--- config.mk ---
export PLATFORM = sky130hd
export DESIGN_NAME = pipelined_cla_adder
export DESIGN_NICKNAME = d
export VERILOG_FILES = /design/src/rtl/cla_pkg.sv /design/src/rtl/cla_segment.sv /design/src/rtl/pipelined_cla_adder.sv
export SDC_FILE = /design/constraint.sdc
export NUM_CORES = 1
export LEC_CHECK = 0
export CORE_MARGIN = 2
export CORE_UTILIZATION = 58
export CTS_BUF_LIST = sky130_fd_sc_hd__clkbuf_8
export CTS_CLUSTER_DIAMETER = 100
export CTS_CLUSTER_SIZE = 28
export DETAILED_ROUTE_END_ITERATION = 7
export PLACE_DENSITY = 0.81
export SLEW_MARGIN = 5
export SYNTH_ARGS = -nofsm -noshare
export SYNTH_HDL_FRONTEND = slang
export SYNTH_SLANG_ARGS = --single-unit
export TNS_END_PERCENT = 30
--- constraint.sdc ---
create_clock -name clk -period 3.69 [get_ports clk]
set_input_delay 0.369 -clock clk [delete_from_list [all_inputs] [get_ports clk]]
set_output_delay 0.369 -clock clk [all_outputs]
set_load 0.1 [all_outputs]
--- src/rtl/cla_pkg.sv ---
// Shared constants and 4-bit lookahead primitives for the pipelined CLA adder.
package cla_pkg;

  localparam int unsigned GROUP_W = 4;

  // Group propagate/generate over one 4-bit group, returned as {P_group, G_group}.
  function automatic logic [1:0] group_pg(input logic [3:0] p, input logic [3:0] g);
    logic pg;
    logic gg;
    pg = &p;
    gg = g[3] | (p[3] & g[2]) | (p[3] & p[2] & g[1]) | (p[3] & p[2] & p[1] & g[0]);
    return {pg, gg};
  endfunction

  // Flat lookahead carries for one 4-bit group; c[0] is the group carry-in.
  function automatic logic [4:0] carry4(input logic [3:0] p, input logic [3:0] g,
                                        input logic cin);
    logic [4:0] c;
    c[0] = cin;
    c[1] = g[0] | (p[0] & cin);
    c[2] = g[1] | (p[1] & g[0]) | (p[1] & p[0] & cin);
    c[3] = g[2] | (p[2] & g[1]) | (p[2] & p[1] & g[0]) | (p[2] & p[1] & p[0] & cin);
    c[4] = g[3] | (p[3] & g[2]) | (p[3] & p[2] & g[1]) | (p[3] & p[2] & p[1] & g[0]) |
           (&p & cin);
    return c;
  endfunction

endpackage

--- src/rtl/cla_segment.sv ---
// Combinational SEG_W-bit two-level carry-lookahead adder slice.
module cla_segment
  import cla_pkg::*;
#(
  parameter int unsigned SEG_W = 16
) (
  input  logic [SEG_W-1:0] a,
  input  logic [SEG_W-1:0] b,
  input  logic             cin,
  output logic [SEG_W-1:0] sum,
  output logic             cout,
  output logic             c_msb_in
);

  localparam int unsigned NumGroups = SEG_W / GROUP_W;

  logic [SEG_W-1:0]     p;
  logic [SEG_W-1:0]     g;
  logic [SEG_W-1:0]     c_bit;
  logic [NumGroups-1:0] grp_p;
  logic [NumGroups-1:0] grp_g;
  logic [NumGroups:0]   grp_c;
  // Each group's own carry-out duplicates the second-level carry into the next group.
  logic [NumGroups-1:0] unused_grp_cout;

  assign p = a ^ b;
  assign g = a & b;

  // First level: propagate/generate per 4-bit group.
  always_comb begin
    grp_p = '0;
    grp_g = '0;
    for (int j = 0; j < NumGroups; j++) begin
      {grp_p[j], grp_g[j]} = group_pg(p[j*GROUP_W +: GROUP_W], g[j*GROUP_W +: GROUP_W]);
    end
  end

  // Second level: every group carry is a flat sum of products, so nothing ripples.
  always_comb begin
    logic term;
    grp_c    = '0;
    grp_c[0] = cin;
    for (int j = 1; j <= NumGroups; j++) begin
      for (int i = 0; i < j; i++) begin
        term = grp_g[i];
        for (int m = i + 1; m < j; m++) term = term & grp_p[m];
        grp_c[j] = grp_c[j] | term;
      end
      term = cin;
      for (int m = 0; m < j; m++) term = term & grp_p[m];
      grp_c[j] = grp_c[j] | term;
    end
  end

  // Bit carries inside each group from that group's lookahead carry-in.
  always_comb begin
    logic [4:0] c4;
    c_bit           = '0;
    unused_grp_cout = '0;
    for (int j = 0; j < NumGroups; j++) begin
      c4 = carry4(p[j*GROUP_W +: GROUP_W], g[j*GROUP_W +: GROUP_W], grp_c[j]);
      c_bit[j*GROUP_W +: GROUP_W] = c4[3:0];
      unused_grp_cout[j]          = c4[4];
    end
  end

  assign sum      = p ^ c_bit;
  assign cout     = grp_c[NumGroups];
  assign c_msb_in = c_bit[SEG_W-1];

endmodule

--- src/rtl/pipelined_cla_adder.sv ---
// Pipelined carry-lookahead adder/subtractor: one segment per stage, elastic handshake.
module pipelined_cla_adder #(
  parameter int unsigned WIDTH = 64,
  parameter int unsigned SEGS  = 4
) (
  input  logic             clk,
  input  logic             rst_n,
  input  logic             in_valid,
  output logic             in_ready,
  input  logic [WIDTH-1:0] a,
  input  logic [WIDTH-1:0] b,
  input  logic             carry_in,
  input  logic             sub,
  output logic             out_valid,
  input  logic             out_ready,
  output logic [WIDTH-1:0] sum,
  output logic             carry_out,
  output logic             overflow,
  output logic             zero
);

  localparam int unsigned SegW = WIDTH / SEGS;

  logic [SEGS-1:0]  v_q;
  logic [SEGS-1:0]  v_d;
  logic [SEGS-1:0]  v_prev;
  logic [SEGS-1:0]  adv;
  logic [WIDTH-1:0] b_eff;
  logic             cin_eff;

  assign b_eff   = sub ? ~b : b;
  assign cin_eff = sub ? ~carry_in : carry_in;

  // A stage advances unless it and every stage after it are full and the output is stalled.
  always_comb begin
    logic all_full;
    all_full = 1'b1;
    adv      = '0;
    for (int k = int'(SEGS) - 1; k >= 0; k--) begin
      all_full = all_full & v_q[k];
      adv[k]   = out_ready | ~all_full;
    end
  end

  assign in_ready  = adv[0];
  assign v_prev    = SEGS'({v_q, in_valid});
  assign v_d       = (v_q & ~adv) | (v_prev & adv);
  assign out_valid = v_q[SEGS-1];

  // Valid bits; reset discards everything in flight.
  always_ff @(posedge clk or negedge rst_n) begin
    if (!rst_n) v_q <= '0;
    else        v_q <= v_d;
  end

  for (genvar k = 0; k < SEGS; k++) begin : g_stage
    localparam int unsigned SrcW  = WIDTH - k * SegW;
    localparam int unsigned DoneW = (k + 1) * SegW;

    // Operands still to add, with this stage's segment in the low bits.
    logic [SrcW-1:0]  a_src;
    logic [SrcW-1:0]  b_src;
    logic             c_src;
    logic [SegW-1:0]  seg_sum;
    logic             seg_cout;
    logic             seg_c_msb;
    logic [DoneW-1:0] res_d;
    logic [DoneW-1:0] res_q;
    logic             c_q;

    if (k == 0) begin : g_first
      assign a_src = a;
      assign b_src = b_eff;
      assign c_src = cin_eff;
      assign res_d = seg_sum;
    end else begin : g_next
      assign a_src = g_stage[k-1].g_rem.a_q;
      assign b_src = g_stage[k-1].g_rem.b_q;
      assign c_src = g_stage[k-1].c_q;
      assign res_d = {seg_sum, g_stage[k-1].res_q};
    end

    cla_segment #(
      .SEG_W (SegW)
    ) u_seg (
      .a        (a_src[SegW-1:0]),
      .b        (b_src[SegW-1:0]),
      .cin      (c_src),
      .sum      (seg_sum),
      .cout     (seg_cout),
      .c_msb_in (seg_c_msb)
    );

    // Completed low result bits and the segment carry that crosses into the next stage.
    always_ff @(posedge clk or negedge rst_n) begin
      if (!rst_n) begin
        res_q <= '0;
        c_q   <= 1'b0;
      end else if (adv[k]) begin
        res_q <= res_d;
        c_q   <= seg_cout;
      end
    end

    if (k < SEGS - 1) begin : g_rem
      logic [SrcW-SegW-1:0] a_q;
      logic [SrcW-SegW-1:0] b_q;
      logic                 unused_c_msb;

      assign unused_c_msb = seg_c_msb;

      // Skew: operand bits not yet added travel down with the partial result.
      always_ff @(posedge clk or negedge rst_n) begin
        if (!rst_n) begin
          a_q <= '0;
          b_q <= '0;
        end else if (adv[k]) begin
          a_q <= a_src[SrcW-1:SegW];
          b_q <= b_src[SrcW-1:SegW];
        end
      end
    end else begin : g_last
      logic ovf_q;
      logic zero_q;

      // Flags are registered alongside the final sum so they stall with it.
      always_ff @(posedge clk or negedge rst_n) begin
        if (!rst_n) begin
          ovf_q  <= 1'b0;
          zero_q <= 1'b0;
        end else if (adv[k]) begin
          ovf_q  <= seg_c_msb ^ seg_cout;
          zero_q <= (res_d == '0);
        end
      end

      assign sum       = res_q;
      assign carry_out = c_q;
      assign overflow  = ovf_q;
      assign zero      = zero_q;
    end
  end

endmodule

==> results by group <==
CTS
  • Max clock buf depth: 3
  • Skew-Pair Late Insertion Delay: 0.56 ns
  • CTS Sinks: 362
  • TritonCTS Buffers: 16
  • Root Buffer: clkbuf_8
  • H-Tree Depth: 1
  • CTS tree: yes
  • Register clock-pin slew on the reported worst setup and hold paths: 0.16 ns

Placed design
  • Placement Cell Area: 19,000 um2
  • GP Congestion: 0.883
  • Setup WS pre-CTS: -0.0539 ns
  • Dpl hpwl: 26,100 um
  • Number of port buffers: 202

Cells and area
  • Share of cells above drive strength 1: 3.58%
  • Final core occ: 69.2%
  • Fill cell count: 2,259
  • Post-route cell area: 19,300 um2
  • Area grow syn2layout: 16.5%
  • Fin nets: 2,198

Critical path
  • Setup crit start kind: flop
  • Setup crit end kind: flop
  • Cell family with most CP delay: compound AO/OA/AOI/OAI gates
  • Critical Path Max Stage Delay: 0.42 ns
  • Worst EP required: 4.20 ns
  • CP Class: flop to flop
  • Crit path cell chain: ha_1 -> a211oi_2 -> o211ai_1 -> a311oi_2 -> nor2_1 -> or2_2 -> fa_2 -> xnor2_2 -> nand4_1 -> nor4_1 -> nand3_1 -> a2111oi_2 -> a22o_1
  • Critical path arrival: 3.97 ns
  • Slowest CP cell: dfrtp_1
  • CP Max Fanout: 2
  • Buf/Inv on CP: 0

Synth
  • Largest family of logic cells by synthesized area: simple AND/OR/NAND/NOR gates
  • Area share of and/or/nand/nor cells after synthesis: 23.0%
  • Post-synth top area cell: dfrtp_1
  • Synth top area cells: dfrtp_1 (55%), nand2_1 (19%), ha_1 (4.8%), xnor2_1 (3.6%), o21ai_0 (2.7%)
  • Top-count cell post-synth: nand2_1
  • Number of synthesized flops with an enable pin: 0
  • Syn Area/Cell: 9.07 um2
  • Compound-gate portion of the synthesized area: 7.08%
  • Mapped Cells: 1,828
  • Mux contribution to synthesized area: 0.128%
  • Yosys reg bits: 362
  • Area share of the largest cell type after synthesis: 54.6%
  • Sequential element share of the synthesized area: 54.6%
  • XOR/XNOR Fraction of Synth Area: 5.70%
  • Yosys Warn Count: 0
  • Synth Flop Type: dfrtp_1
  • Yosys cell types: 56
  • Post-synth top cells: nand2_1 (834), dfrtp_1 (362), o21ai_0 (89)
  • Async S/R FF share, synth: 100%
  • Syn nets: 2,042
  • Adder-Cell Fraction of Synth Area: 6.76%
  • Post-Syn Area: 16,600 um2

Floorplanning
  • Core Footprint: 27,900 um2
  • Die H: 173 um
  • Ports: 203
  • Initial Utilization: 59.4%
  • Die width: 173 um
  • Die area: 30,000 um2
  • Rows: 61

Timing
  • Worst-margin pin slew: 1.11 ns
  • Hold Fails Final Rpt: 0
  • Period minus WS final: 3.47 ns
  • Final setup fails: 0
  • Final Cycle Share: 94.0%
  • Max Slew Vio Count: 0
  • Fin worst setup slack: 0.223 ns
  • Max Clock Freq: 0.288 GHz
  • Worst relative slew slack: 26.0%
  • Final setup skew: 0.0135 ns
  • Unrepaired setup endpoints after global routing: no

Route
  • Drt total wl: 36,500 um
  • DRT Pass-1 Iters: 7
  • Average wire per standard cell: 15.4 um
  • Routed Antenna Nets: 0
  • Post-route DRC: 0
  • 1st-iter DRT viols: 914
  • Total number of vias: 12,600
  • Mean number of vias per cell: 5.33

Job
  • MaxCap Viol Count: 0

Power
  • Leak Pwr: 9.32 nW
  • Tot Pwr: 0.0136 W
  • PD cells: 702 nW/um2
  • Peak supply drop: 0.000369 V

Global route
  • Grt ovf: 0
  • Vias in the first global route: 12,400
  • Largest net degree at the start of global routing: 121
  • Total Routing Usage GR: 24.5%
  • Global-route wire length before repair: 60,500 um
  • Antenna violations before repair: 1

Run status
  • Status: completed

Hold path
  • Hold WC Path Type: input pin to flop
## flip-flops by register name, indices dropped and copies added (netlist names), named ones only
name and flops:
carry_out 1, g_stage.c_q 3, g_stage.g_rem.b_q 96, overflow 1, zero 1, g_stage.res_q 96
sum 64, g_stage.g_rem.a_q 96
## cells in the final DEF, fill, tap and decap left out, drive strengths merged, types with 25 or more instances in the layout
cell type      count
a21oi             56
buf               25
clkdlybuf4s50    199
dfrtp            362
ha                64
inv               29
nand2            834
nor2              43
o21ai             91
xnor2             69
xor2              38
## through the flow
step           TNS (ns)  instances  hold WS (ns)
2_1_floorplan         0       1828        0.0734
3_3_place_gp          0       2342         0.448
3_5_place_dp    -0.0539       2342         0.451
4_1_cts               0       2361         0.286
5_1_grt               0       2363         0.297
6_report              0       2363         0.321
## cell families after synthesis
| group | count (synthesis) |
|---|---|
| simple gates | 959 |
| flops | 362 |
| compound gates | 202 |
| buf+inv | 116 |
| xor+xnor | 107 |
| fa+ha+maj | 80 |
| mux | 2 |
## routing by layer
layer / global-route usage (%) / vias to the layer above / routed length (um)
met2: 42.9 / 279 / 18300
met5: 0 / - / 0
met4: 6.64 / 0 / 1030
met3: 3.17 / 54 / 1500
li1: - / 6153 / -
met1: 32.2 / 6114 / 15700
## tightest hold or removal path, delay by kind of cell
kind / cells / cell delay (ns)
simple gates: 2 / 0.09
buf+inv: 1 / 0.39
## power by group
part	total [W]	switching [W]	internal, W
Combinational	0.00615	0.00429	0.00186
Sequential	0.00586	0.000779	0.00508
Clock	0.00155	0.00111	0.000445
Total	0.0136	0.00617	0.00738
## cell type report
| type | instances | area, um2 | area share, % |
|---|---|---|---|
| Inverter | 29 | 109 | 0.563 |
| Multi-Input combinational cell | 1350 | 7150 | 37.0 |
| Timing Repair Buffer | 225 | 2280 | 11.8 |
| Clock buffer | 18 | 248 | 1.28 |
| Antenna cell | 1 | 2.50 | 0.0130 |
| Sequential cell | 362 | 9060 | 46.9 |
| Tap cell | 378 | 473 | 2.45 |
## what timing repair did
item,in CTS,in global routing
pin swaps,0,3
hold buffers,1,0
endpoints found under the hold margin,109,0
setup endpoints to repair,1,1
resized for setup,2,8
setup buffers,0,1
## final timing paths
| check | startpoint | end | slack, ns | cells past startpoint |
|---|---|---|---|---|
| setup / recovery | g_stage[2].g_rem.a_q[9] | zero | 0.22 | 13 |
| hold / removal | a[22] | g_stage[0].g_rem.a_q[6] | 0.32 | 3 |
| setup reg to reg | g_stage[2].g_rem.a_q[9] | zero | 0.22 | 13 |
| hold reg to reg | flop | flop | 0.48 | 1 |
| max in group asynchronous | rst_n | g_stage[1].g_rem.b_q[18] | 2.30 | 3 |
| min in group asynchronous | rst_n | sum[3] | 0.44 | 2 |
Power figures use the tool's default switching activity.
